==> config.mk <==
export PLATFORM = sky130hd
export DESIGN_NAME = cv32e40p_apu_arbiter
export DESIGN_NICKNAME = d
export VERILOG_FILES = /design/src/rtl/cv32e40p_apu_arbiter.sv
export SDC_FILE = /design/constraint.sdc
export NUM_CORES = 1
export LEC_CHECK = 0
export ABC_AREA = 1
export BUFFER_PORTS_ARGS = -buffer_cell sky130_fd_sc_hd__buf_2
export CAP_MARGIN = 40
export CORE_AREA = 2 2 171 173
export CTS_CLUSTER_DIAMETER = 50
export CTS_CLUSTER_SIZE = 28
export DETAILED_ROUTE_END_ITERATION = 12
export DIE_AREA = 0 0 173 175
export GPL_ROUTABILITY_DRIVEN = 0
export GPL_TIMING_DRIVEN = 0
export PLACE_DENSITY = 0.43
export REMOVE_ABC_BUFFERS = 1
export SLEW_MARGIN = 20
export SYNTH_ARGS = -nofsm -noshare
export SYNTH_HDL_FRONTEND = slang
export SYNTH_SLANG_ARGS = --single-unit
==> constraint.sdc <==
create_clock -name clk_i -period 4.2 [get_ports clk_i]
set_input_delay 0.21 -clock clk_i [delete_from_list [all_inputs] [get_ports clk_i]]
set_output_delay 0.21 -clock clk_i [all_outputs]
set_load 0.03 [all_outputs]
==> src/rtl/cv32e40p_apu_arbiter.sv <==
`default_nettype none
// ============================================================================
// Module      : cv32e40p_apu_arbiter
// Description : Shares one FPU (APU interface) between NUM_CORES cores using
//               round-robin arbitration with one outstanding operation, routes
//               each result back to its issuer, and synthesises a response
//               plus a sticky fault if the FPU never answers.
// Revision    : 1.0 - initial release
// ============================================================================
module cv32e40p_apu_arbiter #(
    parameter int NUM_CORES      = 2,
    parameter int NARGS          = 3,
    parameter int WOP            = 6,
    parameter int NDSFLAGS       = 15,
    parameter int NUSFLAGS       = 5,
    parameter int TIMEOUT_CYCLES = 64
) (
    input  logic                                  clk_i,
    input  logic                                  rst_ni,
    input  logic [NUM_CORES-1:0]                  core_req_i,
    output logic [NUM_CORES-1:0]                  core_gnt_o,
    input  logic [NUM_CORES-1:0][NARGS-1:0][31:0] core_operands_i,
    input  logic [NUM_CORES-1:0][WOP-1:0]         core_op_i,
    input  logic [NUM_CORES-1:0][NDSFLAGS-1:0]    core_flags_i,
    output logic [NUM_CORES-1:0]                  core_rvalid_o,
    output logic [31:0]                           core_result_o,
    output logic [NUSFLAGS-1:0]                   core_rflags_o,
    output logic                                  fpu_req_o,
    input  logic                                  fpu_gnt_i,
    output logic [NARGS-1:0][31:0]                fpu_operands_o,
    output logic [WOP-1:0]                        fpu_op_o,
    output logic [NDSFLAGS-1:0]                   fpu_flags_o,
    input  logic                                  fpu_rvalid_i,
    input  logic [31:0]                           fpu_result_i,
    input  logic [NUSFLAGS-1:0]                   fpu_rflags_i,
    input  logic                                  fault_clear_i,
    output logic                                  fpu_fault_o,
    output logic                                  busy_o
);

    localparam int OW = $clog2(NUM_CORES);
    localparam int CW = (TIMEOUT_CYCLES > 1) ? $clog2(TIMEOUT_CYCLES) : 1;
    localparam logic [CW-1:0] TO_LAST   = CW'((TIMEOUT_CYCLES > 0) ? TIMEOUT_CYCLES - 1 : 0);
    localparam logic [OW-1:0] LAST_CORE = OW'(NUM_CORES - 1);

    typedef enum logic [1:0] {
        IDLE     = 2'd0,
        WAIT_GNT = 2'd1,
        BUSY     = 2'd2
    } state_e;

    state_e          state;
    logic [OW-1:0]   owner;
    logic [OW-1:0]   rr_ptr;
    logic [CW-1:0]   wd_count;
    logic            fault;

    logic [OW-1:0]   rr_winner;
    logic            any_req;
    logic [OW-1:0]   sel;
    logic [OW-1:0]   sel_next;
    logic            req_active;
    logic            wd_fire;
    logic            fault_set;

    // Round-robin pick: first requester at or above rr_ptr, wrapping to 0
    always_comb begin
        int            idx;
        logic [OW-1:0] cand;
        rr_winner = rr_ptr;
        any_req   = 1'b0;
        idx       = 0;
        cand      = '0;
        for (int i = NUM_CORES - 1; i >= 0; i--) begin
            idx = int'(rr_ptr) + i;
            if (idx >= NUM_CORES) begin
                idx = idx - NUM_CORES;
            end
            cand = OW'(idx);
            if (core_req_i[cand]) begin
                rr_winner = cand;
                any_req   = 1'b1;
            end
        end
    end

    // Selected core and whether a request is presented to the FPU this cycle
    always_comb begin
        sel        = (state == IDLE) ? rr_winner : owner;
        sel_next   = (sel == LAST_CORE) ? '0 : sel + OW'(1);
        req_active = 1'b0;
        case (state)
            IDLE:     req_active = any_req;
            WAIT_GNT: req_active = core_req_i[owner];
            default:  req_active = 1'b0;
        endcase
        wd_fire   = (TIMEOUT_CYCLES != 0) && (state == BUSY) && !fpu_rvalid_i
                    && (wd_count == TO_LAST);
        fault_set = ((state != BUSY) && fpu_rvalid_i) || wd_fire;
    end

    // Output steering; everything is forced low while reset is asserted
    always_comb begin
        fpu_req_o      = 1'b0;
        core_gnt_o     = '0;
        core_rvalid_o  = '0;
        core_result_o  = '0;
        core_rflags_o  = '0;
        fpu_operands_o = '0;
        fpu_op_o       = '0;
        fpu_flags_o    = '0;
        if (rst_ni) begin
            fpu_req_o       = req_active;
            core_gnt_o[sel] = req_active & fpu_gnt_i;
            fpu_operands_o  = core_operands_i[sel];
            fpu_op_o        = core_op_i[sel];
            fpu_flags_o     = core_flags_i[sel];
            if (state == BUSY) begin
                core_rvalid_o[owner] = fpu_rvalid_i | wd_fire;
                if (fpu_rvalid_i) begin
                    core_result_o = fpu_result_i;
                    core_rflags_o = fpu_rflags_i;
                end
            end
        end
    end

    assign fpu_fault_o = fault;
    assign busy_o      = (state == BUSY);

    // Arbitration FSM, watchdog counter and sticky fault flag
    always_ff @(posedge clk_i or negedge rst_ni) begin
        if (!rst_ni) begin
            state    <= IDLE;
            owner    <= '0;
            rr_ptr   <= '0;
            wd_count <= '0;
            fault    <= 1'b0;
        end else begin
            if (fault_set) begin
                fault <= 1'b1;
            end else if (fault_clear_i) begin
                fault <= 1'b0;
            end
            case (state)
                IDLE: begin
                    if (any_req) begin
                        owner <= rr_winner;
                        if (fpu_gnt_i) begin
                            rr_ptr   <= sel_next;
                            wd_count <= '0;
                            state    <= BUSY;
                        end else begin
                            state <= WAIT_GNT;
                        end
                    end
                end
                WAIT_GNT: begin
                    if (!core_req_i[owner]) begin
                        state <= IDLE;
                    end else if (fpu_gnt_i) begin
                        rr_ptr   <= sel_next;
                        wd_count <= '0;
                        state    <= BUSY;
                    end
                end
                BUSY: begin
                    if (fpu_rvalid_i || wd_fire) begin
                        state <= IDLE;
                    end else if (TIMEOUT_CYCLES != 0) begin
                        wd_count <= wd_count + CW'(1);
                    end
                end
                default: state <= IDLE;
            endcase
        end
    end

endmodule
`default_nettype wire

## Yosys cells after proc, flatten, opt, wreduce, memory -nomap -nowiden

Cells that the tools add are included.

- $add $sub $neg: 5
- $lt $le $gt $ge: 8
- Eq/ne operators: 9
- Multiplexer cells: 55
- Bitwise gates (word level): 4
- Reduce and logical (&&, ||, !) cells: 16

Operator list:

| kind | number |
|---|---|
| 96-bit 2-to-1 mux | 3 |
| 32-bit 2-to-1 mux | 3 |
| 15-bit 2-to-1 mux | 3 |
| 6-bit 2-to-1 mux | 7 |
| 1-bit 2-to-1 mux | 22 |
| 6-bit one-hot mux with 3 select lines | 1 |
| 2-bit 2-to-1 mux | 8 |
| 5-bit 2-to-1 mux | 3 |
| 1-bit by 2-bit less-than comparator with 1-bit output (second input constant) | 4 |
| 2-bit != test (second input constant) | 4 |
| 6-bit by 1-bit adder with 6-bit output (second input constant) | 1 |
| 6-bit equality test (second input constant) | 1 |
| 2-bit one-hot mux with 3 select lines | 1 |
| 3-bit AND reduction | 2 |
| 1-bit logical AND | 5 |
| 2-bit AND | 2 |
| 1-bit one-hot mux with 2 select lines | 2 |
| 4-bit AND reduction | 1 |
| 2-bit nonzero test | 2 |
| 3-bit != test (second input constant) | 1 |
| 3-bit nonzero test | 1 |
| 1-bit by 1-bit adder with 2-bit output (second input constant) | 1 |
| 1-bit demux with 1-bit select | 2 |
| 2-bit by 1-bit equality test with 1-bit output (second input constant) | 1 |
| other kinds (13) | 16 |

- Register bits after elaboration: 11
- Output and inout port bits: 161
- Word-level logic and storage cells: 102

## Logic depth before layout (Yosys ltp)

- Depth after elaboration: 14
- Depth in mapped cells: 9
- Depth with buffers taken out: 7

## Least setup slack after synthesis

Ideal clock, no wire load.

- Path type: register -> output
- Start: register state[0]
- End: output port core_rvalid_o[0]
- Arrival time: 1614 ps
- Path slack: 2376 ps
- Cell stages (with the launch flop): 7
- Path buffers: 1
- Cells stage by stage: dfrtp_1 > inv_1 > nand2_1 > inv_1 > buf_2 > o21ai_0 > nor3_1

- Cells in the longest elaborated chain, start to end: 7

Ends and longest elaborated chain:

| element | RTL line | text |
|---|---|---|
| start, declared | 52 | `state_e state;` |
| start signal, assigned | 134 | `state <= IDLE;` |
| start signal, assigned | 152 | `state <= BUSY;` |
| start signal, assigned | 154 | `state <= WAIT_GNT;` |
| 2-bit equality test (*) | 97, 118 |  |
| 1-bit logical AND | 97 | `wd_fire = (TIMEOUT_CYCLES != 0) && (state == BUSY) && !fpu_rvalid_i` |
| 1-bit logical AND | 98 | `&& (wd_count == TO_LAST);` |
| 1-bit OR | 119 | `core_rvalid_o[owner] = fpu_rvalid_i \| wd_fire;` |
| 2-bit AND (no source line) | - |  |
| 2-bit 2-to-1 mux (*) | 118 | `if (state == BUSY) begin` |
| 2-bit 2-to-1 mux (*) | 112 | `if (rst_ni) begin` |
| end, declared | 25 | `output logic [NUM_CORES-1:0] core_rvalid_o,` |

Mark *: on every way between the ends. The rest lies on a longest branch, timed or not.

==> flow_summary.ini <==
[timing]
timing.final.crit_share_pct = 83.1
slew_headroom_pct = 53.1
final_max_slew_viol_count = 0
fmax_mhz = 287
rsz0062_at_grt = false
fin_crit_ps = 3490
hold_viol_final = 0
setup_viol = 0
tightest_slew_ps = 702
skew_ps = 2.64

[die]
initial_core_util_pct = 9.34
dieArea_sq_um = 30300
num_rows = 62
die_h_microns = 175
io_pins = 439
die_w_microns = 173
core_area_sq_um = 28400

[final_layout]
final_nets = 1250
diodes = 0
final_cell_mix = buf_2, nand2_1, nand3_1
final_common_cell = buf_2
final_cells = 1354
fill_cells = 3401
layout-drive-gt1-share_pct = 46.7
area_delta_synth_final_pct = 102
multi_input_comb_area_sq_um = 2110
ff_latch_area_sq_um = 275

[setup_path]
cp_slowest_cell = nor2_4
crit_type = in -> out
crit_family = buffers and inverters
cp_num_buf_inv = 7
critPathLaunchType = input pin
critPathMaxFanout = 69
path_cells = dlygate4sd3_1, buf_6, buf_16, inv_1, nor2_4, buf_12, buf_16, nand2_1, nand2_1, buf_2
critPathRequiredTime_ps = 3990
slowest_delay_ps = 600
cp.arrival_ps = 3280
endpoint_kind = output port

[pwr]
p_leak_nw = 3.43
peakVddDrop_mv = 0.268
power_density_nw_per_um2 = 630
finalPower_mw = 3.37

[global_route]
grt_pass1_vias = 4695
grt_first_pass_wirelength_mm = 26.7
antenna_found_initial = 0
grt.overflow.total = 0
track_usage_pct = 11.1
grt_max_degree = 70

[detailed_routing]
antenna_left = 0
drc = 0
vias = 5111
wire_per_inst_microns = 13.7
dr.pass1.iters = 4
wirelength_mm = 18.5
drt_iter0_drc = 209
routed_via_density = 3.77

[synthesis]
synth-seq-cells = 11
synth_cell_types = 21
syn_area_sq_um = 2650
netlist_instances = 566
ys_seq_area_share_pct = 10.4
synth.avg_cell_area_sq_um = 4.68
synth_warnings = 0

[min_path]
holdCritPathClass = in -> reg

[clock_network]
cts_setup_buffers = 0
cts_tree = done
cts_made_buffers = 3
clk_path_buf_depth = 2
clk_latency_ps = 240
clockRootBuffer = clkbuf_16
clk_transition_reported_paths_ps = 40
h-tree-depth = 1
cts_num_sinks = 11

[place]
dp.cells = 1349
place.port_buffers = 438
dp_hpwl_mm = 15.5

[run]
cap_violations = 0

[run_status]
status = finished clean
==> what timing repair did <==
item / in CTS / in global routing
endpoints found under the hold margin: 10 / 0
endpoints found under the setup margin: 0 / 0
hold buffers: 1 / 0
gates resized for setup: 0 / 0
==> worst paths after layout <==
path / from / end / slack (ps) / cells past startpoint
setup / recovery: rst_ni / fpu_operands_o[48] / 710 / 10
min in group asynchronous: rst_ni / fpu_fault_o / 500 / 2
hold / removal: fault_clear_i / fpu_fault_o / 190 / 2
setup reg to reg: wd_count[0] / wd_count[3] / 2490 / 6
hold reg to reg: rr_ptr / rr_ptr / 520 / 2
max in group asynchronous: rst_ni / owner / 3090 / 3
==> synthesized netlist by cell type <==
library cell / count / area, sq um
xor2_1: 2 / 17.5
inv_1: 9 / 33.8
nor2_2: 1 / 6.26
dfrtp_1: 11 / 275
nand3_1: 131 / 656
a21oi_1: 2 / 10.0
nor3_1: 4 / 20.0
o21ai_2: 1 / 8.76
o21ai_0: 4 / 20.0
ha_1: 1 / 12.5
nor2_4: 1 / 11.3
nor2_1: 51 / 191
buf_1: 8 / 30.0
nand3_2: 1 / 10.0
clkbuf_1: 8 / 30.0
o211ai_1: 1 / 7.51
buf_2: 24 / 120
nand2_1: 299 / 1120
buf_4: 2 / 15.0
buf_6: 4 / 45.0
xnor2_1: 1 / 8.76
==> sequential cells by signal, summed over array words and instances, names as in the netlist <==
name         cells
wd_count         6
state            2
fpu_fault_o      1
owner            1
rr_ptr           1
==> worst register-to-register path: stages, from the launching register on <==
cell     delay (ps)
dfrtp_1         430
ha_1            210
nand3_1         160
o21ai_2         370
nand2_1         240
nand2_1         120
nand2_1          60
==> report_power, final <==
part           internal, mW  leakage, nW  switching, mW
logic                 0.806         3.24           2.22
registers             0.135        0.143         0.0296
clock network         0.128       0.0382         0.0510
==> layer usage <==
metal	global-route usage (%)	share of wire (%)
met1	14.4	43
met2	18.7	46
met3	2.70	9.9
met4	2.05	1.4
met5	0	0
==> cell type report <==
| cell class | instances | area share (%) |
|---|---|---|
| inverters | 9 | 0.632 |
| clock buffers | 4 | 1.47 |
| well taps | 384 | 8.99 |
| multi-input cells | 500 | 39.5 |
| repair buffers | 446 | 44.3 |
| flip-flops and latches | 11 | 5.15 |
==> kinds of logic after synthesis <==
| group | after synthesis | synth area share [%] |
|---|---|---|
| buffers and inverters | 55 | 10.3 |
| and+or+nand+nor | 488 | 76.1 |
| AOI/OAI and AO/OA | 8 | 1.75 |
| adders and majority gates | 1 | 0.472 |
| DFF | 11 | 10.4 |
| xor gates and xnor gates | 3 | 0.991 |
==> metrics by stage <==
| stage | setup slack [ps] | TNS [ps] | hold WS, ps | utilization (%) | cell area (sq um) |
|---|---|---|---|---|---|
| floorplan | 18.7 | 0 | -85.6 | - | 2410 |
| global placement | -2470 | -248950 | 434 | 17.9 | 5080 |
| detailed placement | 1210 | 0 | 189 | 18.5 | 5260 |
| CTS | 637 | 0 | 184 | 18.8 | 5350 |
| global route | 455 | 0 | 217 | 18.8 | 5350 |
| finish | 710 | 0 | 186 | 18.8 | 5350 |
Note: power is estimated with default switching activity, not from simulation.
